<file path="config.mk">
export PLATFORM = sky130hd
export DESIGN_NAME = ro_reg_bank
export DESIGN_NICKNAME = d
export VERILOG_FILES = /design/src/rtl/ro_reg_bank.sv
export SDC_FILE = /design/constraint.sdc
export NUM_CORES = 1
export LEC_CHECK = 0
export BUFFER_PORTS_ARGS = -buffer_cell sky130_fd_sc_hd__buf_2
export CORE_UTILIZATION = 31
export CTS_CLUSTER_SIZE = 28
export DETAILED_ROUTE_END_ITERATION = 8
export PLACE_DENSITY = 0.71
export SLEW_MARGIN = 40
export SYNTH_ARGS = -nofsm -noshare
export SYNTH_HDL_FRONTEND = slang
export SYNTH_SLANG_ARGS = --single-unit
</file>
<file path="constraint.sdc">
create_clock -name i_clk -period 1.6 [get_ports i_clk]
set_input_delay 0.24 -clock i_clk [delete_from_list [all_inputs] [get_ports i_clk]]
set_output_delay 0.24 -clock i_clk [all_outputs]
set_load 0.03 [all_outputs]
</file>
<file path="src/rtl/ro_reg_bank.sv">
// ro_reg_bank: read-only status register bank with live and sticky read-to-clear registers.
// Optional even-parity output o_rpar when RO_REG_BANK_PARITY_EN is defined.
module ro_reg_bank #(
  parameter int                 DW                   = 8,
  parameter int                 AW                   = 8,
  parameter int                 NUM_REG              = 4,
  parameter logic [AW-1:0]      BASE_ADDR            = {AW{1'b0}},
  parameter logic [NUM_REG-1:0] RC_MASK              = {NUM_REG{1'b0}},
  parameter logic               SUPPORT_TEST_MODE_RD = 1'b1,
  parameter logic               SUPPORT_CFG_MODE_RD  = 1'b1,
  parameter logic               SUPPORT_SPI_EN_RD    = 1'b1,
  parameter int                 END_OF_LIST          = 1
) (
  input  logic                  i_clk,
  input  logic                  i_rst_n,
  input  logic                  i_ren,
  input  logic                  i_test_st_reg_en,
  input  logic                  i_cfg_st_reg_en,
  input  logic                  i_spi_ctrl_reg_en,
  input  logic [AW-1:0]         i_addr,
  input  logic [NUM_REG*DW-1:0] i_ff_data,
  output logic [DW-1:0]         o_rdata,
  output logic                  o_rvalid,
`ifdef RO_REG_BANK_PARITY_EN
  output logic                  o_rpar,
`endif
  output logic [NUM_REG*DW-1:0] o_sticky
);
  if (longint'(BASE_ADDR) + longint'(NUM_REG) > (longint'(1) << AW)) begin : g_range_err
    $error("ro_reg_bank: register range wraps the address space (END_OF_LIST=%0d)", END_OF_LIST);
  end
  logic [NUM_REG-1:0][DW-1:0] ff, sticky_q, sticky_d;
  logic [DW-1:0] rdata_q, rdata_d, val;
  logic [AW-1:0] idx;
  logic hit, ren, rvalid_q, sel;
  assign ff  = i_ff_data;
  assign idx = i_addr - BASE_ADDR;
  assign hit = (i_addr >= BASE_ADDR) && ({1'b0, idx} < (AW+1)'(NUM_REG));
  assign ren = i_ren & hit & ((i_test_st_reg_en & SUPPORT_TEST_MODE_RD) |
                              (i_cfg_st_reg_en & SUPPORT_CFG_MODE_RD) |
                              (i_spi_ctrl_reg_en & SUPPORT_SPI_EN_RD));
  // Same-cycle events are folded into the read value and the sticky is cleared, so nothing is lost or duplicated.
  always_comb begin
    sticky_d = '0;
    rdata_d  = '0;
    val      = '0;
    sel      = 1'b0;
    for (int k = 0; k < NUM_REG; k++) begin
      val = RC_MASK[k] ? (sticky_q[k] | ff[k]) : ff[k];
      sel = ren && (idx == AW'(k));
      rdata_d = sel ? val : rdata_d;
      sticky_d[k] = (RC_MASK[k] && !sel) ? val : '0;
    end
  end
  always_ff @(posedge i_clk) begin
    sticky_q <= !i_rst_n ? '0 : sticky_d;
    rdata_q  <= !i_rst_n ? '0 : rdata_d;
    rvalid_q <= !i_rst_n ? 1'b0 : ren;
  end
  assign o_rdata  = rdata_q;
  assign o_rvalid = rvalid_q;
  assign o_sticky = sticky_q;
`ifdef RO_REG_BANK_PARITY_EN
  logic rpar_q;
  always_ff @(posedge i_clk) begin
    rpar_q <= !i_rst_n ? 1'b0 : ^rdata_d;
  end
  assign o_rpar = rpar_q;
`endif
endmodule

</file>
Word level (Yosys, flattened, before mapping)
Cells that the tools add are included.
- bits in registers: 9
- logic and storage cells: 21
- input bits: 46
- output and inout port bits: 41
- equal/unequal tests: 3
- bitwise gates (word level): 4
- reductions and logical operators: 6
- mux-type cells: 4
- $lt $le $gt $ge: 2
- operators by type and width (operator ; count):
    two-way mux 8 bit ; 4
    equality test 8 x 2 -> 1 bit, second input constant ; 2
    equality test 8 x 1 -> 1 bit, second input constant ; 1
    greater-or-equal comparator 8 x 1 -> 1 bit, second input constant ; 1
    logical NOT 8 bit ; 1
    less-than comparator 8 x 3 -> 1 bit, second input constant ; 1
    logical AND 1 bit ; 5
    bitwise AND 1 bit ; 2
    OR 1 bit ; 2

Depth between registers and ports, before layout
Gate-level depths: netlist of the first run.
- depth in word-level cells: 9
- mapped depth: 4
- depth with buffers taken out: 3

Worst setup path after synthesis of the first run
OpenSTA, ideal clock, no wires.
- kind: input port to flip-flop
- start: input i_addr[5]
- end: register rdata_q[1] (netlist: o_rdata[1])
- cell stages on the path: 4
- library setup time: 0.132 ns
- slack: 0.256 ns
- arrival time: 1.212 ns
- buffers on the path: 1
- required time: 1.468 ns
- cells stage by stage: or4b_4 > and4b_1 > buf_4 > a311oi_1
- cells in the longest elaborated chain, start to end: 9
- elaborated cells between the ends (all ways): 17
- classes of those cells: order compare (2); eq/ne (3); mux (4); bitwise (2); reduce/logical (6)
- RTL lines (what ; RTL line ; source):
    from (decl) ; 20 ; input logic [AW-1:0] i_addr,
    greater-or-equal comparator 8 x 1 -> 1 bit or less-than comparator 8 x 3 -> 1 bit (tied branches) ; 38 ; assign hit = (i_addr >= BASE_ADDR) && ({1'b0, idx} < (AW+1)'(NUM_REG));
    logical AND 1 bit ; 38 ;
    bitwise AND 1 bit (2 in a row) ; 39 ; assign ren = i_ren & hit & ((i_test_st_reg_en & SUPPORT_TEST_MODE_RD) |
    logical AND 1 bit ; 50 ; sel = ren && (idx == AW'(k));
    two-way mux 8 bit (3 in a row) ; 51 ; rdata_d = sel ? val : rdata_d;
    two-way mux 8 bit * ; 51 ;
    to (signal assigned) ; 57 ; rdata_q <= !i_rst_n ? '0 : rdata_d;
    to (decl) ; 33 ; logic [DW-1:0] rdata_q, rdata_d, val;
Mark *: on every way between the ends. The rest lies on a longest branch, timed or not.
A chain may end at the register's enable or synchronous reset.

Worst setup path in the final report of the first run
Ends and elaborated chain as after synthesis.

==> impl_metrics.toml, run 1 <==
[synth]
ys_ff_latch = 9
synth_top_family_by_area = "buffers and inverters"
synth-seq-area-share_pct = 23.4
yosysUniqueCellTypes = 19
synth-simple-area-share_pct = 12.4
muxShareOfSynthArea_pct = 11.1
synth_xor_area_share_pct = 0
synth_top_area_share_pct = 32.2
syn-cell-area_um2 = 769
synthCells = 85
ys.warnings.count = 0
synth_area_leader_cell = "buf_4"
synthAdderAreaFrac_pct = 0
synth-compound-area-share_pct = 16.3
synth_area_per_cell_um2 = 9.05
synth_top_cells_by_area = "buf_4, dfxtp_1, a211oi_1"

[place]
dpl.cell_count = 165
numPortBuffers = 54
gp_congestion = 0.649
place_area_um2 = 952
dp_hpwl_um = 1320

[routing]
drt_first_pass_iters = 4
totalWireLength_um = 1550
wire_per_inst_um = 9.14
drc = 0
viasPerCell = 4.24
via_count = 717
dr.first_iter.drc_count = 3
ant_nets = 0

[run]
cap_violations = 0

[worst_setup_path]
crit_type = "input pin to flip-flop"
cp.arrival_ns = 1.36
start_kind = "input pin"
end_kind = "flip-flop"
worst-endpoint-required_ns = 1.72
crit_start = "i_addr[5]"
crit_fanout = 8

[sta]
timing.fmax_ghz = 0.801
timing.final.crit_share_pct = 78.0
setup_violations = 0
report.final.slew_viol_count = 0
final_hold_viol_count = 0
rsz0062_at_grt = "no"
min_period_ns = 1.25
tns_ns = 0

[power_and_ir_drop]
power_leakage_nw = 0.574
total_power_w = 0.000602
peakVddDrop_mv = 0.357
p_per_area_nw_per_um2 = 615

[floorplan]
floorplan.initialDensity_pct = 33.8
die_w_um = 51.8
dieArea_um2 = 2690
ioPinCount = 87
die_height_um = 51.8
row_count = 17
coreArea_um2 = 2280

[cells_and_area]
areaGrowthSynthToFinish_pct = 27.2
fin_cells = 169
final_nets = 188
final_common_cell = "buf_2"
layout_common_cells = "buf_2, conb_1, dfxtp_1"
diodes = 0
final_area_um2 = 978
drive_above_1_share_pct = 48.2

[global_route]
antenna_found_initial = 0
grt_usage_pct = 11.1
grt_pass1_wl_um = 2200
grt_max_degree = 15
first_global_vias = 539
grt_overflow_total = 0

[hold_path]
min_to = "o_rdata[2]"
min_path_cells = 3
hp-class = "input pin to flip-flop"
hp-start = "i_ff_data[26]"

[clock_network]
postCtsHoldBufs = 0
cts_sinks = 9
htreeDepth = 1
cts_buffers = 3
cts_tree = "done"
cts_root_buffer = "clkbuf_4"
postCtsSetupRepairBufs = 0
cts_max_path_buffers = 2
cts_resized = 0
clk_pin_slew_worst_paths_ns = 0.06

[run_status]
status = "complete, no violations"
where the power goes:
group / total (W) / switching (W) / internal (W)
Sequential: 0.000225 / 0.000000121 / 0.000225
Combinational: 0.000211 / 0.000144 / 0.0000672
Clock: 0.000166 / 0.0000706 / 0.0000955
worst max-delay path, stage by stage:
cell	delay, ns
buf_2	0.09
or4b_4	0.52
and4b_1	0.26
buf_4	0.16
a311oi_1	0.10
registers in the layout (all words and copies together) (netlist names):
signal,cells
o_rvalid,1
o_rdata,8
Yosys cell counts, drive strengths merged:
library cell	count
a311oi	4
a211oi	8
mux2i	4
or3	1
o22ai	4
buf	36
mux2	4
conb	1
nor3	1
or4b	1
inv	5
and4b	1
nand4b	1
dfxtp	9
nand2b	1
nor2b	4
per-stage QoR:
stage / hold slack [ns] / util, % / setup slack [ns]
floorplan: 0.394 / - / 0.256
finish: 0.247 / 43.0 / 0.352
global route: 0.241 / 43.0 / 0.330
CTS: 0.242 / 43.0 / 0.349
detailed placement: 0.513 / 41.8 / 0.0754
global placement: 0.510 / 41.8 / 0.104
worst max path at each step:
| stage | end | slack, ns |
|---|---|---|
| 2_1_floorplan | o_rdata[1] | 0.26 |
| 3_3_place_gp | o_rdata[1] | 0.10 |
| 3_5_place_dp | o_rdata[1] | 0.08 |
| 4_1_cts | o_rdata[1] | 0.35 |
| 5_1_grt | o_rdata[1] | 0.33 |
| 6_report | o_rdata[1] | 0.35 |
layout make-up:
type / instances / area (um^2)
Tap cell: 28 / 35.0
Sequential cell: 9 / 180
Inverter: 5 / 18.8
Timing Repair Buffer: 57 / 293
Fill cell: 249 / 1300
Clock buffer: 4 / 26.3
Multi-Input combinational cell: 66 / 425
metal layers:
metal	GRT usage, %	routed length, um	part of all wire (%)	up-vias
li1	-	-	-	346
met1	11.6	603	39	307
met2	20.3	721	47	62
met3	2.63	205	13	2
met4	5.41	15	0.97	0
met5	0	0	0	-
kinds of logic (layout without fill, tap and decap cells):
| logic type | Yosys count | after routing |
|---|---|---|
| other | 1 | 32 |
| and+or+nand+nor | 10 | 10 |
| muxes | 8 | 8 |
| buffers and inverters | 41 | 66 |
| AOI/OAI and AO/OA | 16 | 16 |
| DFF | 9 | 9 |
(Power assumes the default switching activity.)
==> run 2: changes to the inputs <==
Settings changed: ABC_AREA from default to 1, PLACE_DENSITY 0.71 to 0.69.
Clock period 1.6 ns to 1.08 ns, I/O delays scaled along.
==> impl_metrics.toml, run 2 <==
[floorplan]
ioPinCount = 87
coreArea_um2 = 2780
dieArea_um2 = 3170
floorplan.initialDensity_pct = 32.9
die_w_um = 56.3
die_height_um = 56.3
row_count = 19

[cells_and_area]
final_common_cell = "buf_2"
fin_cells = 232
drive_above_1_share_pct = 38.3
register_area_um2 = 180
multi_input_area_um2 = 549
final_nets = 248
areaGrowthSynthToFinish_pct = 28.5
diodes = 0
largest_reg_flops = 8
layout_common_cells = "buf_2, conb_1, nor2_1"
final.fill_count = 319

[run_status]
status = "complete, no violations"

[synth]
ys.warnings.count = 0
ys_top_cells_by_count = "buf_4, nor2_1, nand2_1, nand3_1, nand4_1"
synth_top_cells_by_area = "buf_4, dfxtp_1, nor2_1"
synthAdderAreaFrac_pct = 0
post-synth-top-count-cell = "buf_4"
synthCells = 140
synth-main-ff-cell = "dfxtp_1"
synth-simple-area-share_pct = 44.5
synth-compound-area-share_pct = 2.19
ys_ff_latch = 9
synth_top_area_share_pct = 27.1
synthArstFlopShare_pct = 0
muxShareOfSynthArea_pct = 0
yosysUniqueCellTypes = 19
synth_xor_area_share_pct = 0
syn-cell-area_um2 = 915
synth_area_leader_cell = "buf_4"
synth_top_family_by_area = "simple AND/OR/NAND/NOR gates"
synth-seq-area-share_pct = 19.7
synth_edf_count = 0
synth_area_per_cell_um2 = 6.53

[clock_network]
cts_tree = "done"
cts_sinks = 9
cts_max_path_buffers = 2
cts_buffers = 3
postCtsSetupRepairBufs = 0
clk_pin_slew_worst_paths_ns = 0.06
cts_root_buffer = "clkbuf_4"
htreeDepth = 1

[place]
dp_hpwl_um = 1770
numPortBuffers = 54
dpl.cell_count = 228
gp_congestion = 0.779

[sta]
timing.fmax_ghz = 1.03
min_period_ns = 0.968
timing.final.crit_share_pct = 89.7
final_hold_viol_count = 0
report.final.slew_viol_count = 0
rsz0062_at_grt = "no"
setup_violations = 0
holdWs_ns = 0.158

[routing]
drc = 0
via_count = 989
viasPerCell = 4.26
wire_per_inst_um = 9.28
drt_first_pass_iters = 4
ant_nets = 0
totalWireLength_um = 2150
dr.first_iter.drc_count = 27

[power_and_ir_drop]
p_per_area_nw_per_um2 = 773
peakVddDrop_mv = 0.476
power_leakage_nw = 0.703

[run]
cap_violations = 0

[worst_setup_path]
crit_fanout = 20
end_kind = "flip-flop"
crit_type = "input pin to flip-flop"
start_kind = "input pin"
cp.arrival_ns = 1.12
worst-endpoint-required_ns = 1.23

[global_route]
grt_max_degree = 21
antenna_found_initial = 0
first_global_vias = 821
grt_pass1_wl_um = 3360
grt_usage_pct = 13.5
grt_overflow_total = 0

[hold_path]
hp-class = "input pin to flip-flop"
==> run 2: path summary, 6_finish.rpt <==
check | cells past startpoint | start | slack (ns) | to
max | 8 | i_addr[7] | 0.11 | o_rdata[2]
min | 3 | i_ff_data[25] | 0.16 | o_rdata[1]
==> run 2: cell type report <==
type | instances | area share, %
multi-input combinational | 116 | 46.8
timing repair buffer | 62 | 29.2
tap | 31 | 3.30
sequential | 9 | 15.3
clock buffer | 4 | 2.24
inverter | 10 | 3.19
==> run 2: cell families after synthesis <==
family,Yosys count
simple gates,80
other cells,1
buf+inv,46
flops,9
compound gates,4
==> run 2: stage by stage <==
stage                     TNS [ns]  total power (W)  setup WS [ns]  area (um^2)  util [%]
final                            0         0.000909          0.112         1170      42.2
after global routing             0         0.000961         0.0103         1170      42.2
after CTS                        0         0.000917         0.0907         1170      42.2
after detailed placement     -1.25         0.000652         -0.182         1150      41.2
after global placement      -0.968         0.000654         -0.131         1150      41.2
after floorplan                  0         0.000631         0.0585         1030         -
==> run 2: power by group <==
group          switching (W)  internal (W)  total, W
clock               0.000119      0.000142  0.000261
sequential       0.000000155      0.000333  0.000333
combinational       0.000226     0.0000886  0.000315
total               0.000345      0.000563  0.000909
==> run 2: critical path, stage by stage <==
cell	delay [ns]
buf_2	0.10
nor2_2	0.14
nand3_2	0.10
nor2_2	0.16
buf_12	0.17
nand2_4	0.09
o21ai_1	0.13
nor2_1	0.06
==> run 2: what timing repair did <==
| action | 4_1_cts | 5_1_grt |
|---|---|---|
| setup endpoints to repair | 0 | 4 |
| gates resized for setup | 0 | 1 |
| hold buffers | 0 | 0 |
==> run 2: layer usage <==
layer  vias to the layer above  track usage, %  routed length (um)
met5                         -               0                   0
met4                         0            5.92                  17
met3                         2            3.92                 259
met2                        60            22.6                1020
met1                       417            15.9                 856
li1                        510               -                   -
==> run 3: changes to the inputs <==
Settings changed: ABC_AREA 1 to default, CORE_UTILIZATION 31 to 30, PLACE_DENSITY 0.69 to 0.71.
==> impl_metrics.toml, run 3 (synthesis gave the netlist of run 1 again) <==
[run_status]
status = "finished, violations left"
violations = "setup timing"

[cells_and_area]
largest_reg_flops = 8
fin_cells = 172
final_area_um2 = 1040
areaGrowthSynthToFinish_pct = 35.3
final_nets = 191
final_common_cell = "buf_2"
diodes = 0
drive_above_1_share_pct = 51.4
layout_common_cells = "buf_2, conb_1, dfxtp_1"

[routing]
dr.first_iter.drc_count = 7
viasPerCell = 4.18
drt_first_pass_iters = 4
drc = 0
via_count = 719
wire_per_inst_um = 9.89
totalWireLength_um = 1700
ant_nets = 0

[clock_network]
cts_buffers = 3
clk_pin_slew_worst_paths_ns = 0.06
cts_max_path_buffers = 2
htreeDepth = 1
cts_sinks = 9
cts_root_buffer = "clkbuf_4"
cts_tree = "done"
postCtsHoldBufs = 0

[sta]
setup_violations = 8
timing.final.crit_share_pct = 106
final_hold_viol_count = 0
holdWs_ns = 0.171
rsz0062_at_grt = "yes"
tns_ns = -0.393
min_period_ns = 1.15
timing.fmax_ghz = 0.873
timing.final.ws_setup_ns = -0.0650
report.final.slew_viol_count = 0

[floorplan]
ioPinCount = 87
die_height_um = 52.6
dieArea_um2 = 2770
coreArea_um2 = 2320
row_count = 17
floorplan.initialDensity_pct = 33.2
die_w_um = 52.6

[place]
gp_congestion = 0.713
place_area_um2 = 987
dp_hpwl_um = 1460
numPortBuffers = 54
dpl.cell_count = 168

[global_route]
grt_pass1_wl_um = 2370
antenna_found_initial = 0
grt_max_degree = 15
grt_overflow_total = 0
grt_usage_pct = 11.7
first_global_vias = 616

[worst_setup_path]
crit_fanout = 8
worst-endpoint-required_ns = 1.21
start_kind = "input pin"
end_kind = "flip-flop"
cp.arrival_ns = 1.28
crit_slowest_cell = "or4b_4"
cpPeakStageDelay_ns = 0.52
crit_type = "input pin to flip-flop"
crit_path_frequent_cell = "buf_6"
cp_cell_sequence = "buf_6, or4b_4, and4b_1, buf_6, a311oi_2"

[run]
cap_violations = 0

[hold_path]
hp-class = "input pin to flip-flop"

[power_and_ir_drop]
total_power_w = 0.000916
peakVddDrop_mv = 0.373
p_per_area_nw_per_um2 = 880
power_leakage_nw = 0.598
## run 3: changes by cell type in the layout (fill, tap and decap cells not counted), sizes merged, moves of 5 or more
cell | before | now
nand4 | 12 | 0
nand2 | 20 | 0
inv | 10 | 5
nand3 | 14 | 0
a211oi | 0 | 8
nor2 | 29 | 0
## run 3: power by group
part / switching (W) / total [W] / internal (W)
registers: 0.000000191 / 0.000333 / 0.000333
logic: 0.000222 / 0.000335 / 0.000113
clock network: 0.000106 / 0.000248 / 0.000142
## run 3: metrics by stage
step                      worst slack [ns]  util (%)
after floorplan                     -0.182         -
after global placement              -0.322      42.6
after detailed placement            -0.351      42.6
after CTS                          -0.0528      44.7
after global routing               -0.0766      44.9
final                              -0.0650      44.9
## run 3: worst paths after layout
check    endpoint          start  depth (start not counted)  slack [ns]
max    o_rdata[1]      i_addr[3]                          5       -0.07
min    o_rdata[6]  i_ff_data[30]                          3        0.17
## run 3: area by class of cell
cell class | count | area [um^2]
clock buffer | 4 | 26.3
fill | 223 | 1280
inverter | 5 | 18.8
multi-input combinational | 66 | 443
sequential | 9 | 180
tap | 28 | 35.0
timing repair buffer | 60 | 338
## run 3: critical path: cells and delay by family
family,cells,cell delay [ns]
and+or+nand+nor,2,0.79
buffers and inverters,2,0.23
AOI/OAI and AO/OA,1,0.09
## run 3: routing by layer
layer / wire length [um] / global-route usage (%) / vias to the layer above / share of wire (%)
li1: - / - / 353 / -
met1: 585 / 10.0 / 309 / 34
met2: 910 / 25.5 / 55 / 53
met3: 189 / 1.45 / 2 / 11
met4: 15 / 4.82 / 0 / 0.88
met5: 0 / 0 / - / 0
## run 3: timing repair
action / CTS / global route
pin swaps: 3 / 0
setup endpoints to repair: 8 / 8
setup buffers: 0 / 0
resized for setup: 4 / 1
